==> config.mk <==
export PLATFORM = sky130hd
export DESIGN_NAME = bin2dec_seq_display_flat
export DESIGN_NICKNAME = d
export VERILOG_FILES = /design/src/rtl/bin2dec_seq_display_if.sv /design/src/rtl/bin2dec_seq_display.sv /design/src/flat_wrapper.sv
export SDC_FILE = /design/constraint.sdc
export NUM_CORES = 1
export LEC_CHECK = 0
export BUFFER_PORTS_ARGS = -buffer_cell sky130_fd_sc_hd__buf_2
export CORE_MARGIN = 4
export CORE_UTILIZATION = 61
export CTS_CLUSTER_DIAMETER = 60
export DETAILED_ROUTE_END_ITERATION = 6
export GPL_ROUTABILITY_DRIVEN = 0
export HOLD_SLACK_MARGIN = 0.02
export PLACE_DENSITY = 0.82
export SETUP_SLACK_MARGIN = 0.05
export SLEW_MARGIN = 20
export SYNTH_ARGS = -nofsm -noshare
export SYNTH_HDL_FRONTEND = slang
export SYNTH_SLANG_ARGS = --single-unit
==> constraint.sdc <==
create_clock -name CLOCK_50 -period 6.25 [get_ports CLOCK_50]
set_input_delay 0.625 -clock CLOCK_50 [delete_from_list [all_inputs] [get_ports CLOCK_50]]
set_output_delay 0.625 -clock CLOCK_50 [all_outputs]
set_load 0.01 [all_outputs]
==> src/rtl/bin2dec_seq_display_if.sv <==
// Handshake and result bundle between a requester and the bin2dec_seq_display converter.
// The requester drives the operand and start. The converter returns status and the two BCD digits.
interface bin2dec_seq_display_if;
  logic [5:0] SW;
  logic       start;
  logic       busy;
  logic       done;
  logic [3:0] ten;
  logic [3:0] units;

  modport master (output SW, start, input busy, done, ten, units);
  modport slave  (input SW, start, output busy, done, ten, units);
endinterface

==> src/rtl/bin2dec_seq_display.sv <==
// Sequential 6-bit binary to two-digit BCD converter (shift-add-3) driving the HEX1:HEX0 pair.
// Digits and segment patterns are registered and hold until the next conversion completes.
module bin2dec_seq_display #(
  parameter bit BLANK_LEADING_ZERO = 1'b1
) (
  input  logic                  CLOCK_50,
  input  logic                  reset,
  bin2dec_seq_display_if.slave  bus,
  output logic [0:6]            HEX0,
  output logic [0:6]            HEX1
);

  localparam logic [1:0] S_IDLE  = 2'd0;
  localparam logic [1:0] S_SHIFT = 2'd1;
  localparam logic [1:0] S_DONE  = 2'd2;

  localparam logic [0:6] SEG_BLANK = 7'b1111111;
  localparam logic [0:6] SEG_ZERO  = 7'b0000001;
  localparam logic [0:6] HEX1_RST  = BLANK_LEADING_ZERO ? SEG_BLANK : SEG_ZERO;

  // Active-low a..g pattern for one digit. Codes 10..15 are unreachable and shown blank.
  function automatic logic [0:6] seg7(input logic [3:0] d);
    logic [0:6] s;
    case (d)
      4'd0:    s = 7'b0000001;
      4'd1:    s = 7'b1001111;
      4'd2:    s = 7'b0010010;
      4'd3:    s = 7'b0000110;
      4'd4:    s = 7'b1001100;
      4'd5:    s = 7'b0100100;
      4'd6:    s = 7'b0100000;
      4'd7:    s = 7'b0001111;
      4'd8:    s = 7'b0000000;
      4'd9:    s = 7'b0000100;
      default: s = SEG_BLANK;
    endcase
    return s;
  endfunction

  // The nibble is at most 9 here, so the 4-bit sum never wraps.
  function automatic logic [3:0] add3(input logic [3:0] n);
    logic [3:0] r;
    if (n >= 4'd5) begin
      r = n + 4'd3;
    end else begin
      r = n;
    end
    return r;
  endfunction

  logic [1:0]  state_r;
  logic [2:0]  cnt_r;
  logic [13:0] sh_r;
  logic        busy_r;
  logic        done_r;
  logic [3:0]  ten_r;
  logic [3:0]  units_r;
  logic [0:6]  hex0_r;
  logic [0:6]  hex1_r;

  logic [13:0] adj_s;
  logic [13:0] shifted_s;

  // One double-dabble step: adjust both BCD nibbles, then shift left.
  always_comb begin
    adj_s        = sh_r;
    adj_s[13:10] = add3(sh_r[13:10]);
    adj_s[9:6]   = add3(sh_r[9:6]);
    shifted_s    = {adj_s[12:0], 1'b0};
  end

  // Control FSM, shift datapath and output registers.
  always_ff @(posedge CLOCK_50 or posedge reset) begin
    if (reset) begin
      state_r <= S_IDLE;
      cnt_r   <= 3'd0;
      sh_r    <= 14'd0;
      busy_r  <= 1'b0;
      done_r  <= 1'b0;
      ten_r   <= 4'd0;
      units_r <= 4'd0;
      hex0_r  <= SEG_ZERO;
      hex1_r  <= HEX1_RST;
    end else begin
      case (state_r)
        S_IDLE: begin
          if (bus.start) begin
            sh_r    <= {8'd0, bus.SW};
            cnt_r   <= 3'd6;
            state_r <= S_SHIFT;
            busy_r  <= 1'b1;
          end
        end
        S_SHIFT: begin
          sh_r  <= shifted_s;
          cnt_r <= cnt_r - 3'd1;
          if (cnt_r == 3'd1) begin
            state_r <= S_DONE;
            done_r  <= 1'b1;
            ten_r   <= shifted_s[13:10];
            units_r <= shifted_s[9:6];
            hex0_r  <= seg7(shifted_s[9:6]);
            if (BLANK_LEADING_ZERO && (shifted_s[13:10] == 4'd0)) begin
              hex1_r <= SEG_BLANK;
            end else begin
              hex1_r <= seg7(shifted_s[13:10]);
            end
          end
        end
        S_DONE: begin
          state_r <= S_IDLE;
          busy_r  <= 1'b0;
          done_r  <= 1'b0;
        end
        default: begin
          state_r <= S_IDLE;
          busy_r  <= 1'b0;
          done_r  <= 1'b0;
        end
      endcase
    end
  end

  assign bus.busy  = busy_r;
  assign bus.done  = done_r;
  assign bus.ten   = ten_r;
  assign bus.units = units_r;
  assign HEX0      = hex0_r;
  assign HEX1      = hex1_r;

endmodule

==> src/flat_wrapper.sv <==
// flat-port wrapper written by rule: the top's interface ports become plain ports
module bin2dec_seq_display_flat 
#(
  parameter bit BLANK_LEADING_ZERO = 1'b1
)
  (CLOCK_50, reset, HEX0, HEX1, bus_SW, bus_start, bus_busy, bus_done, bus_ten, bus_units);
  bin2dec_seq_display_if bus_i ();
  input  logic CLOCK_50;
  input  logic reset;
  output logic [0:6] HEX0;
  output logic [0:6] HEX1;
  input wire logic [$bits(bus_i.SW)-1:0] bus_SW;
  input wire logic [$bits(bus_i.start)-1:0] bus_start;
  output wire logic [$bits(bus_i.busy)-1:0] bus_busy;
  output wire logic [$bits(bus_i.done)-1:0] bus_done;
  output wire logic [$bits(bus_i.ten)-1:0] bus_ten;
  output wire logic [$bits(bus_i.units)-1:0] bus_units;
  assign bus_i.SW = bus_SW;
  assign bus_i.start = bus_start;
  assign bus_busy = bus_i.busy;
  assign bus_done = bus_i.done;
  assign bus_ten = bus_i.ten;
  assign bus_units = bus_i.units;
  bin2dec_seq_display #(.BLANK_LEADING_ZERO(BLANK_LEADING_ZERO)) u_core (.CLOCK_50(CLOCK_50), .reset(reset), .bus(bus_i), .HEX0(HEX0), .HEX1(HEX1));
endmodule
==> Word-level counts from Yosys, hierarchy flattened <==
Memory sizes are Yosys's and may differ from the RTL's. A register that Yosys moved wholly into a read port is not among the register bits.
Index checks and enable logic that the tools add are counted.
{ "classes": {"addsub": 3, "n_lt_le_gt_ge": 2, "eq_ne": 4, "n_bitwise": 2, "n_reduce_logical": 8, "n_mux": 14} }
{ "ops": {"columns": ["operator", "n"], "rows": [
  ["$pmux 14 s2", 1],
  ["$mux 14", 1],
  ["$reduce_and 2->1", 5],
  ["$ge 4x3->1 const B", 2],
  ["$mux 7", 1],
  ["$mux 3", 2],
  ["$pmux 3 s2", 1],
  ["$add 4x2->4 const B", 1],
  ["$logic_not 4->1", 1],
  ["$mux 2", 2],
  ["$mux 4", 1],
  ["$pmux 1 s2", 2],
  ["$pmux 2 s2", 1],
  ["$add 3x2->3 const B", 1],
  ["$eq 3x1->1 const B", 1],
  ["$sub 3x1->3 const B", 1],
  ["$eq 2x1->1 const B", 1],
  ["$logic_not 2->1", 1],
  ["$mux 1", 2],
  ["$ne 2x1->1 const B", 1],
  ["$ne 2x2->1 const B", 1],
  ["$not 1->1", 2],
  ["$reduce_bool 2->1", 1]
]} }
{ "word_totals": {"elab_cells": 43, "register_bits": 36, "output_inout_bits": 24, "inputBits": 9, "rom_bits": 224, "n_memories": 2} }
{ "mem_list": {"columns": ["name", "words", "word_bits", "rd", "rd_clocked_by_memory_dff", "write_ports", "line", "rtl"], "rows": [
  ["(no name shown)", 16, 7, 1, 1, 0, "bin2dec_seq_display.sv:24", "case (d)"],
  ["(no name shown)", 16, 7, 1, 0, 0, "bin2dec_seq_display.sv:24", null]
]} }

==> Longest topological paths before layout <==
{ "depth": {"ltp_word": 4, "ltp_mapped": 11, "mapped_depth_nobuf": 11} }

==> Least setup slack after synthesis <==
OpenSTA, ideal clock, no wires.
{ "synth_path": {"kind": "register to register", "from": "reg u_core.sh_r[6]", "to": "reg u_core.hex1_r, in the netlist u_core.HEX1[3]", "arrival_ns": 2.328, "period_less_slack_ns": 2.418, "path_buffers": 0, "setup_time_ns": 0.089, "slack_ns": 3.832, "stages_incl_launch_ff": 10, "required_time_ns": 6.161, "cell_sequence": "dfrtp_1 > inv_2 > ha_1 > and2b_2 > or3_1 > and2_1 > ha_1 > or3_1 > nand3_1 > a21oi_1"} }
{ "synth_via": {"elab_chain_cells": 4, "word_cells_on_any_way": 6, "cone_classes": "add/sub: 1; order compare: 1; mux: 2; reduce/logical: 1; memory: 1"} }
{ "synth_lines": {"columns": ["element", "line", "rtl"], "rows": [
  ["from (decl)", "bin2dec_seq_display.sv:53", "logic [13:0] sh_r;"],
  ["from (signal assigned)", "bin2dec_seq_display.sv:88", "sh_r <= {8'd0, bus.SW};"],
  ["from (signal assigned)", "bin2dec_seq_display.sv:95", "sh_r <= shifted_s;"],
  ["$add 4x2->4 / $ge 4x3->1 (equally long branches)", "bin2dec_seq_display.sv:44, bin2dec_seq_display.sv:43", null],
  ["$mux 4 *", "bin2dec_seq_display.sv:43", "if (n >= 4'd5) begin"],
  ["$mem_v2 16x7 / $logic_not 4->1 (equally long branches)", null, null],
  ["$mux 7 *", "bin2dec_seq_display.sv:103", "if (BLANK_LEADING_ZERO && (shifted_s[13:10] == 4'd0)) begin"],
  ["to (signal assigned)", "bin2dec_seq_display.sv:106", "hex1_r <= seg7(shifted_s[13:10]);"],
  ["to (decl)", "bin2dec_seq_display.sv:59", "logic [0:6] hex1_r;"]
]} }
Mark *: on every way between the ends. The rest lies on a longest branch, timed or not.
A chain may end at the register's enable or synchronous reset.

==> Final worst setup path <==
Ends and elaborated chain as after synthesis.

==> results.toml <==
[status]
status = "completed"

[layout]
register_area_um2 = 1090
multi_input_area_um2 = 1120
area_growth_pct = 12.1
insertedDiodeCount = 0
drive_above_1_share_pct = 21.7
fill_cells = 281
nets = 291

[clock_tree]
cts_tree = "done"
ctsHtreeMaxLevel = 2
clock_sinks = 43
ctsHoldBuffers = 0
insertion_delay_ns = 0.29
postCtsSetupBuffers = 0
cts_made_buffers = 5
clk_pin_slew_ns = 0.08
clock_path_buffers = 2
cts_resized = 0
cts_root_buf = "clkbuf_8"

[critical_path]
cp-startpoint = "u_core.sh_r[6]"
ff2ff_setup_slack_ns = 3.65
path_delay_family = "simple AND/OR/NAND/NOR gates"
r2r_start = "u_core.sh_r[6]"
crit_required_ns = 6.46
path_cells = "inv_2 > ha_1 > and2b_2 > or3_1 > and2_1 > ha_1 > or3_1 > nand3_1 > a21oi_1"
worstRegToRegCells = 9
slowest_delay_ns = 0.49
crit_fanout = 7
crit_type = "flop to flop"
start_kind = "flop"
cp.depth = 9
crit_path_end_kind = "flop"
critPathBufInv = 1
critPathCapture = "u_core.HEX1[3]"
r2r-end = "u_core.HEX1[3]"
cpMaxStageDelayCell = "dfrtp_1"
worstPathArrival_ns = 2.81

[sta]
finalHoldViolCount = 0
fin_crit_ns = 2.60
finalCritPeriodShare_pct = 41.7
slew_viol_final = 0
setup_ws_ns = 3.65
tns_ns = 0
clock.fmax_ghz = 0.384
slew-limit-headroom_pct = 55.6
worst_slew_pin_slew_ns = 0.662
rsz0062_at_grt = "no"
finalSetupViolCount = 0
skew_ns = 0.00872

[power_and_ir_drop]
p_leak_uw = 0.00121
powerDensity_nw_per_um2 = 616
ir_drop_mv = 0.314

[global_routing]
grt.total_usage_pct = 21.2
overflow = 0
grt_max_degree = 44
antenna_found_initial = 0
grt_pass1_vias = 1718
grt_pass1_wl_um = 8370

[placement]
dp_slack_ns = 3.65
hpwl_um = 3400
port_buffers = 32

[yosys]
synth_common_cells = "dfrtp_1, nand2_1, o21ai_0"
synth-seq-cells = 43
synth.yosys.seq_area_share_pct = 47.4
synth.most_common_cell = "dfrtp_1"
synth_ff_type = "dfrtp_1"
synthCells = 238
syn_area_um2 = 2290
avgSynthCellArea_um2 = 9.62
syn-num-nets = 258
ys_warn_count = 0
synth_top_cell_by_area = "dfrtp_1"
synth_edf_count = 0
synthDominantCellAreaShare_pct = 38.3
ys_top_cells_by_area = "dfrtp_1, dfstp_2, o21ai_0"
async_reset_ff_share_pct = 100
ys_types = 45

[floorplan]
fp-row-count = 21
dieHeight_um = 69.3
core_area_um2 = 3470
start_util_pct = 66.0
die_width_um = 69.3
die_area_um2 = 4800
ioPinCount = 33

[routing]
drt_wl_total_um = 4610
vias = 1824
wl_met3_um = 167
drc_errors = 0
wl_per_cell_um = 14.5
drtIter0Drc = 135
antenna_left = 0
wl_met1_um = 2070
dr.pass1.iters = 4
top_layer = "met4"
viasPerCell = 5.74
wl_met2_um = 2290

[hold_path]
hold_class = "input port to asynchronous set/reset pin"

[run]
drv_cap = 0
## cells by family after synthesis
kind of cell / after synthesis / synth area share [%]
AOI/OAI and AO/OA: 84 / 23.9
xor gates and xnor gates: 4 / 2.19
adders and majority gates: 11 / 6.01
buffers and inverters: 21 / 3.66
DFF: 43 / 47.4
muxes: 2 / 1.04
and+or+nand+nor: 73 / 15.7
## routing by layer
layer  vias to the layer above  global-route usage, %
met5                         -                      0
met2                        32                   33.2
li1                        894                      -
met4                         0                   8.03
met3                         9                   5.22
met1                       889                   28.4
## flip-flops by register name (all words and copies together), names as in the netlist
signal,count
u_core.bus.ten,4
u_core.bus.units,4
u_core.bus.done,1
u_core.HEX0,7
u_core.state_r,2
u_core.sh_r,14
u_core.cnt_r,3
u_core.HEX1,7
u_core.bus.busy,1
## how the worst min path moves through the flow
stage	start	end	slack, ns
final	reset	u_core.bus.busy	0.45
after global routing	reset	u_core.bus.busy	0.49
after CTS	reset	u_core.bus.busy	0.46
after detailed placement	u_core.bus.units[2]	u_core.bus.units[2]	0.47
after global placement	u_core.HEX1[4]	u_core.HEX1[4]	0.46
after floorplan	u_core.sh_r[1]	u_core.sh_r[1]	0.45
## cell type report
cell class              count  share of cell area, %
inverters                  13                   1.90
well taps                  46                   2.24
clock buffers               8                   3.12
multi-input cells         174                   43.6
flip-flops and latches     43                   42.3
repair buffers             34                   6.82
## worst min-delay path: cells and delay by family
kind / cells / cell delay (ns)
buffers and inverters: 3 / 0.57
## placed cells by master, fill, tap and decap left out, drive strengths merged, types with 4 or more instances in the layout
| master | Yosys | layout |
|---|---|---|
| clkbuf | 4 | 8 |
| nand2b | 5 | 5 |
| nor2 | 13 | 13 |
| a21oi | 20 | 20 |
| buf | 4 | 34 |
| dfstp | 8 | 8 |
| a31oi | 5 | 5 |
| nand2 | 32 | 32 |
| xnor2 | 4 | 4 |
| ha | 11 | 11 |
| and3b | 5 | 5 |
| nor2b | 4 | 4 |
| o21ai | 32 | 32 |
| inv | 12 | 12 |
| dfrtp | 35 | 35 |
| nand3 | 6 | 6 |
| a21o | 8 | 8 |
## through the flow
stage | hold slack (ns) | utilization, % | std cells | total power, uW | area (um^2)
2_1_floorplan | 0.450 | - | 238 | 1180 | 2290
3_3_place_gp | 0.460 | 71.7 | 310 | 1390 | 2490
3_5_place_dp | 0.465 | 71.7 | 310 | 1420 | 2490
4_1_cts | 0.464 | 74.0 | 318 | 1590 | 2570
5_1_grt | 0.494 | 74.0 | 318 | 1740 | 2570
6_report | 0.451 | 74.0 | 318 | 1580 | 2570
## report_power, final
part | internal, uW | total (uW) | switching, uW
combinational | 370 | 884 | 514
sequential | 422 | 532 | 110
clock | 79.4 | 167 | 87.4
total | 872 | 1580 | 711
(Power assumes the default switching activity.)
